--- src/rtl/key_input_debouncer_pkg.sv ---
// Shared types and 50 MHz default timing for the pushbutton debouncer.
package key_pkg;

  typedef enum logic [1:0] {
    RELEASED     = 2'd0,
    PRESS_PEND   = 2'd1,
    PRESSED      = 2'd2,
    RELEASE_PEND = 2'd3
  } key_state_t;

  localparam int unsigned CLK_HZ                    = 50000000;
  // 20 ms of stable input before a level change is accepted.
  localparam int unsigned DEFAULT_DEBOUNCE_CYCLES   = 1000000;
  // 1 s of accepted press before the long-press pulse.
  localparam int unsigned DEFAULT_LONG_PRESS_CYCLES = 50000000;

endpackage

--- src/rtl/key_debounce_chan.sv ---
// One key channel: 2-flop synchroniser, debounce FSM, hold counter and registered events.
// DEBOUNCE_CYCLES and LONG_PRESS_CYCLES must both be at least 2.
module key_debounce_chan
  import key_pkg::*;
#(
  parameter int unsigned DEBOUNCE_CYCLES   = DEFAULT_DEBOUNCE_CYCLES,
  parameter int unsigned LONG_PRESS_CYCLES = DEFAULT_LONG_PRESS_CYCLES
) (
  input  logic       clk,
  input  logic       rst,
  input  logic       key_n,
  output logic       level_o,
  output logic       press_o,
  output logic       release_o,
  output logic       long_o,
  output logic [1:0] state_o
);

  localparam int unsigned CNT_W  = $clog2(DEBOUNCE_CYCLES + 1);
  localparam int unsigned HOLD_W = $clog2(LONG_PRESS_CYCLES + 1);

  localparam logic [CNT_W-1:0]  CNT_ONE  = CNT_W'(1);
  localparam logic [CNT_W-1:0]  CNT_LAST = CNT_W'(DEBOUNCE_CYCLES - 1);
  localparam logic [HOLD_W-1:0] HOLD_ONE = HOLD_W'(1);
  localparam logic [HOLD_W-1:0] HOLD_MAX = HOLD_W'(LONG_PRESS_CYCLES);
  localparam logic [HOLD_W-1:0] HOLD_PRE = HOLD_W'(LONG_PRESS_CYCLES - 1);

  logic              meta_q, meta_d;
  logic              sync_q, sync_d;
  key_state_t        state_q, state_d;
  logic [CNT_W-1:0]  cnt_q, cnt_d;
  logic [HOLD_W-1:0] hold_q, hold_d;
  logic [HOLD_W-1:0] hold_inc;
  logic              hold_hit;
  logic              level_q, level_d;
  logic              press_q, press_d;
  logic              release_q, release_d;
  logic              long_q, long_d;

  always_ff @(posedge clk) begin
    if (rst) begin
      meta_q    <= 1'b0;
      sync_q    <= 1'b0;
      state_q   <= RELEASED;
      cnt_q     <= '0;
      hold_q    <= '0;
      level_q   <= 1'b0;
      press_q   <= 1'b0;
      release_q <= 1'b0;
      long_q    <= 1'b0;
    end else begin
      meta_q    <= meta_d;
      sync_q    <= sync_d;
      state_q   <= state_d;
      cnt_q     <= cnt_d;
      hold_q    <= hold_d;
      level_q   <= level_d;
      press_q   <= press_d;
      release_q <= release_d;
      long_q    <= long_d;
    end
  end

  // Invert at the pin so everything downstream reads 1 = pressed.
  always_comb begin
    meta_d = ~key_n;
    sync_d = meta_q;
  end

  // Saturating hold increment; the long pulse fires only on the step into the threshold.
  always_comb begin
    hold_inc = (hold_q == HOLD_MAX) ? hold_q : hold_q + HOLD_ONE;
    hold_hit = (hold_q == HOLD_PRE);
  end

  always_comb begin
    state_d   = state_q;
    cnt_d     = cnt_q;
    hold_d    = hold_q;
    level_d   = level_q;
    press_d   = 1'b0;
    release_d = 1'b0;
    long_d    = 1'b0;

    unique case (state_q)
      RELEASED: begin
        hold_d = '0;
        if (sync_q) begin
          state_d = PRESS_PEND;
          cnt_d   = CNT_ONE;
        end
      end

      PRESS_PEND: begin
        if (!sync_q) begin
          state_d = RELEASED;
          cnt_d   = '0;
        end else if (cnt_q == CNT_LAST) begin
          state_d = PRESSED;
          cnt_d   = '0;
          hold_d  = '0;
          level_d = 1'b1;
          press_d = 1'b1;
        end else begin
          cnt_d = cnt_q + CNT_ONE;
        end
      end

      PRESSED: begin
        hold_d = hold_inc;
        long_d = hold_hit;
        if (!sync_q) begin
          state_d = RELEASE_PEND;
          cnt_d   = CNT_ONE;
        end
      end

      RELEASE_PEND: begin
        // An accepted release takes priority over a long press due on the same cycle.
        if (!sync_q && (cnt_q == CNT_LAST)) begin
          state_d   = RELEASED;
          cnt_d     = '0;
          hold_d    = '0;
          level_d   = 1'b0;
          release_d = 1'b1;
        end else begin
          hold_d = hold_inc;
          long_d = hold_hit;
          if (sync_q) begin
            state_d = PRESSED;
            cnt_d   = '0;
          end else begin
            cnt_d = cnt_q + CNT_ONE;
          end
        end
      end

      default: begin
        state_d = RELEASED;
        cnt_d   = '0;
        hold_d  = '0;
        level_d = 1'b0;
      end
    endcase
  end

  assign level_o   = level_q;
  assign press_o   = press_q;
  assign release_o = release_q;
  assign long_o    = long_q;
  assign state_o   = state_q;

endmodule

--- src/rtl/key_input_debouncer.sv ---
// Board pushbutton front end: N_KEYS independent debounced channels on CLOCK_50.
// KEY_STATE carries each channel's FSM state (2 bits per key) for observation.
module key_input_debouncer
  import key_pkg::*;
#(
  parameter int unsigned N_KEYS            = 4,
  parameter int unsigned DEBOUNCE_CYCLES   = DEFAULT_DEBOUNCE_CYCLES,
  parameter int unsigned LONG_PRESS_CYCLES = DEFAULT_LONG_PRESS_CYCLES
) (
  input  logic                  CLOCK_50,
  input  logic                  RESET,
  input  logic [N_KEYS-1:0]     KEY,
  output logic [N_KEYS-1:0]     KEY_LEVEL,
  output logic [N_KEYS-1:0]     KEY_PRESS,
  output logic [N_KEYS-1:0]     KEY_RELEASE,
  output logic [N_KEYS-1:0]     KEY_LONG,
  output logic [2*N_KEYS-1:0]   KEY_STATE
);

  for (genvar g = 0; g < N_KEYS; g++) begin : g_chan
    key_debounce_chan #(
      .DEBOUNCE_CYCLES   (DEBOUNCE_CYCLES),
      .LONG_PRESS_CYCLES (LONG_PRESS_CYCLES)
    ) u_chan (
      .clk       (CLOCK_50),
      .rst       (RESET),
      .key_n     (KEY[g]),
      .level_o   (KEY_LEVEL[g]),
      .press_o   (KEY_PRESS[g]),
      .release_o (KEY_RELEASE[g]),
      .long_o    (KEY_LONG[g]),
      .state_o   (KEY_STATE[2*g +: 2])
    );
  end

endmodule
--- config.mk ---
export PLATFORM = sky130hd
export DESIGN_NAME = key_input_debouncer
export DESIGN_NICKNAME = d
export VERILOG_FILES = /design/src/rtl/key_input_debouncer_pkg.sv /design/src/rtl/key_debounce_chan.sv /design/src/rtl/key_input_debouncer.sv
export SDC_FILE = /design/constraint.sdc
export NUM_CORES = 1
export LEC_CHECK = 0
export CORE_MARGIN = 5
export CORE_UTILIZATION = 41
export DETAILED_ROUTE_END_ITERATION = 7
export PLACE_DENSITY = 0.67
export SLEW_MARGIN = 0
export SYNTH_ARGS = -nofsm -noshare
export SYNTH_HDL_FRONTEND = slang
export SYNTH_HIERARCHICAL = 1
export SYNTH_SLANG_ARGS = --single-unit
export TNS_END_PERCENT = 30
--- constraint.sdc ---
create_clock -name CLOCK_50 -period 3.65 [get_ports CLOCK_50]
set_clock_uncertainty 0.15 [all_clocks]
set_input_delay 0.73 -clock CLOCK_50 [delete_from_list [all_inputs] [get_ports CLOCK_50]]
set_output_delay 0.73 -clock CLOCK_50 [all_outputs]
set_load 0.03 [all_outputs]
==> impl_summary.md <==
Min path
The worst hold path begins at g_chan[0].u_chan/meta_q. The type of the worst min-delay path is reg2reg. The worst hold endpoint is g_chan[0].u_chan/sync_q. The number of stages on the worst hold path is 1.

Clock network
At the later pin of the worst-skew pair, clock insertion delay measures 0.53 ns. CTS saw 216 sinks. TritonCTS built the clock tree. Counting the buffers created by CTS gives 25.

In this run, post-CTS repair resized a total of 0 instances. The clock transition at the registers of the reported paths is 0.06 ns. The number of hold buffers added after CTS was 0.

Buffers added to address setup during post-CTS repair amount to 0. The tree is rooted in a sky130_fd_sc_hd__clkbuf_16. The clock passes through at most 3 buffers. CTS built an H-tree with a depth of 1.

Routing
The violation count after the first detailed-route iteration is 942. After detailed routing, the total wire length is 28400 um. The vias after detailed routing is 11129.

The number of detailed-route iterations in the first pass is 5. The number of nets still failing antenna checks after routing is 0. In the routed layout, each cell is associated on average with a via count of 6.15. The final routed DRC violation total is 0. In the final routed layout, each cell accounts on average for 15.7 um.

Yosys
By count the netlist is led by sky130_fd_sc_hd__dfxtp_1 (216), sky130_fd_sc_hd__nand2_1 (158), sky130_fd_sc_hd__a21oi_1 (105). In the post-synthesis netlist, the cell with the most instances is sky130_fd_sc_hd__dfxtp_1. After synthesis, the mean cell area works out to 8.19 um^2. sky130_fd_sc_hd__dfxtp_1 takes more of the synthesized area than any other cell.

In this run, synthesis inferred 0 flip-flops with an integrated enable. Sorting the synthesized cells by area gives the leading types as sky130_fd_sc_hd__dfxtp_1 (37%), sky130_fd_sc_hd__a311oi_1 (6.3%), sky130_fd_sc_hd__nand2_1 (5.1%). The part of the Yosys area used for sequential elements is 0.371.

After synthesis the cells add up to 11700 um^2. The share of synthesized area in the top cell type comes to 0.371. Among all flip-flop cells after synthesis, the most frequent one is sky130_fd_sc_hd__dfxtp_1. The post-synth net total is 1442. The share of flip-flops with an asynchronous set or reset after synthesis is 0. The gate count of the mapped netlist is 1424. The number of synthesized register bits is 216. Counting distinct cell types in the post-synthesis netlist gives 67. Yosys printed 6 warnings.

Power
The register share of total power is 0.469. The clock power share is 0.500. The power density over the cells is 394 nW/um^2.

The internal power summed over all cells is 3960 uW. The switching power is 1130 uW. The switching power share of the total is 0.221. Summed over all cells, the static leakage comes to 0.00356 uW. The share of total power dissipated in combinational logic is 0.030. IR analysis of the VDD net gives a maximum drop of 0.265 mV.

STA
The actual transition at the worst max-transition pin is 0.970 ns. Timing would allow up to 0.361 GHz. The sum of negative setup slack is 0 ns. Setup repair after global routing left no endpoint under its margin. The final number of hold-violating endpoints is 0. Dividing the final minimum period by the clock period gives 0.759. The clock period minus worst slack is 2.77 ns. The max-slew violation count is 0.

The number of setup violations in the final report is 0. The tightest slew margin relative to the limit is 0.353.

Final layout
The finished layout holds 1810 standard cells, fillers aside. Compared with the post-synthesis result, the final layout area differs by 10.7%. The number of antenna diodes is 0.

The net count of the finished layout is 1432. Counting the fill cells in the layout gives 2789. The share of post-route cells with drive strength above 1 is 0.0635.

Setup path
The worst register-to-register path has a setup slack of 0.88 ns. Data on the critical path is required at its endpoint by 3.88 ns. STA classifies the critical path endpoint as a flip-flop. The critical register-to-register path endpoint is g_chan[0].u_chan/hold_q[14]. The critical path launch point type is a flip-flop. In this run the worst path has a maximum fanout of 26. Tracing the worst setup path back leads to its startpoint at g_chan[0].u_chan/cnt_q[0]. The critical path in this run is classified as reg2reg. STA puts the critical path data arrival time at 3.00 ns.

The length in cells of the worst reg-to-reg path is 7. The worst reg2reg path startpoint is g_chan[0].u_chan/cnt_q[0].

Floorplan
The floorplan step defined a die boundary enclosing 31900 um^2. The floorplan step set the die width to 179 um. The effective utilization at floorplan is 0.417. Pin placement for this block handled 30 I/O pins. Row generation in the floorplan step produced 61 rows. The vertical extent of the die is 179 um.

The placeable core area is 27900 um^2.

Run
The tool flagged a number of max-cap violations equal to 0.

Global route
The number of global-route vias before repair was 10000. Global routing finished with a remaining overflow of 0. The global routing usage summed across all routing layers is 0.175. The number of antenna violations at the first check in global routing is 0. The maximum number of pins on one net before global-route repair is 80. The global-route wire length before repair is 48900 um.

Placed design
The global placement routability congestion is 0.854. In this run, placement finished with an instance count of 1765. Input and output buffers added on the ports amount to 29. The total half-perimeter wirelength after legalization and detailed placement is 18600 um.

Run status
The run finished with clean final reports.
-- state kept, by name, indices dropped and copies added, names as in the netlist --
| register | flops |
|---|---|
| g_chan.u_chan/cnt_q | 80 |
| g_chan.u_chan/hold_q | 104 |
| g_chan.u_chan/level_o | 4 |
| g_chan.u_chan/long_o | 4 |
| g_chan.u_chan/meta_q | 4 |
| g_chan.u_chan/press_o | 4 |
| g_chan.u_chan/release_o | 4 |
| g_chan.u_chan/state_o | 8 |
| g_chan.u_chan/sync_q | 4 |
-- metrics by stage --
step	hold WS [ns]	total power (uW)	instance area, um^2	utilization	setup slack, ns
4_1_cts	0.288	5150	12900	0.462	0.870
2_1_floorplan	0.264	2540	11700	-	1.32
3_3_place_gp	0.269	2590	12100	0.432	1.02
3_5_place_dp	0.279	2590	12100	0.432	0.936
6_report	0.285	5080	12900	0.462	0.881
5_1_grt	0.309	5280	12900	0.462	0.677
-- layout by cell type (no fill, tap or decap), types with 7 or more instances in the layout --
master	Yosys	routed
sky130_fd_sc_hd__clkbuf_8	0	7
sky130_fd_sc_hd__nor3_1	54	54
sky130_fd_sc_hd__nor2_1	86	86
sky130_fd_sc_hd__clkdlybuf4s50_1	0	28
sky130_fd_sc_hd__inv_1	30	30
sky130_fd_sc_hd__nand2b_1	30	30
sky130_fd_sc_hd__or3_1	21	21
sky130_fd_sc_hd__a211oi_1	20	20
sky130_fd_sc_hd__and2_1	8	8
sky130_fd_sc_hd__a21oi_1	105	105
sky130_fd_sc_hd__clkbuf_16	0	25
sky130_fd_sc_hd__or4b_1	7	7
sky130_fd_sc_hd__a31oi_1	62	62
sky130_fd_sc_hd__nand4_1	63	63
sky130_fd_sc_hd__nor3b_1	9	9
sky130_fd_sc_hd__nand2_1	158	158
sky130_fd_sc_hd__o211ai_1	11	11
sky130_fd_sc_hd__or4_1	8	8
sky130_fd_sc_hd__o21a_1	7	7
sky130_fd_sc_hd__nand3_1	92	92
sky130_fd_sc_hd__nor4bb_1	8	8
sky130_fd_sc_hd__a21o_1	15	15
sky130_fd_sc_hd__and4_1	8	8
sky130_fd_sc_hd__o21ai_0	50	50
sky130_fd_sc_hd__and3_1	17	17
sky130_fd_sc_hd__buf_4	6	26
sky130_fd_sc_hd__a311oi_1	84	84
sky130_fd_sc_hd__nor4_1	26	26
sky130_fd_sc_hd__dfxtp_1	216	216
sky130_fd_sc_hd__ha_1	12	12
sky130_fd_sc_hd__a41oi_1	29	29
-- area by class of cell --
| class | instances | area, um^2 | area share |
|---|---|---|---|
| Multi-Input combinational cell | 1084 | 6640 | 0.515 |
| Sequential cell | 216 | 4320 | 0.335 |
| Timing Repair Buffer | 56 | 507 | 0.0393 |
| Clock buffer | 36 | 737 | 0.0571 |
| Tap cell | 378 | 473 | 0.0367 |
| Clock inverter | 9 | 104 | 0.00805 |
| Inverter | 31 | 116 | 0.00902 |
-- cells by family after synthesis --
logic type / count (synthesis) / synth area share
simple gates: 626 / 0.287
compound gates: 430 / 0.257
flops: 216 / 0.371
buf+inv: 124 / 0.0592
fa+ha+maj: 12 / 0.0129
xor+xnor: 10 / 0.00816
mux: 6 / 0.00515
-- worst max path at each step --
stage / to / slack, ns
final: g_chan[0].u_chan/hold_q[14] / 0.88
after global routing: g_chan[0].u_chan/hold_q[14] / 0.68
after CTS: KEY_STATE[3] / 0.87
after detailed placement: g_chan[0].u_chan/hold_q[14] / 0.94
after global placement: g_chan[0].u_chan/hold_q[14] / 1.02
after floorplan: g_chan[0].u_chan/hold_q[15] / 1.32
-- worst max-delay path, stage by stage (launching register included) --
cell                       delay, ns
sky130_fd_sc_hd__dfxtp_1        0.40
sky130_fd_sc_hd__ha_1           0.23
sky130_fd_sc_hd__nand3_1        0.19
sky130_fd_sc_hd__or4_1          0.48
sky130_fd_sc_hd__o21a_1         0.51
sky130_fd_sc_hd__buf_4          0.36
sky130_fd_sc_hd__a41oi_1        0.22
sky130_fd_sc_hd__a311oi_1       0.07
-- routing by layer --
metal | track usage | vias to the layer above | routed length, um
met5 | 0 | - | 0
met4 | 0.0390 | 0 | 386
met3 | 0.0244 | 42 | 1420
met2 | 0.271 | 277 | 12500
met1 | 0.259 | 5291 | 14100
li1 | - | 5519 | -
-- power groups by stage --
stage | registers [uW] | logic, uW | clock network, uW
6_report | 2380 | 155 | 2540
5_1_grt | 2380 | 170 | 2720
4_1_cts | 2380 | 155 | 2610
3_5_place_dp | 2440 | 155 | 0
3_3_place_gp | 2440 | 153 | 0
2_1_floorplan | 2440 | 93.8 | 0
(Power assumes the default switching activity.)
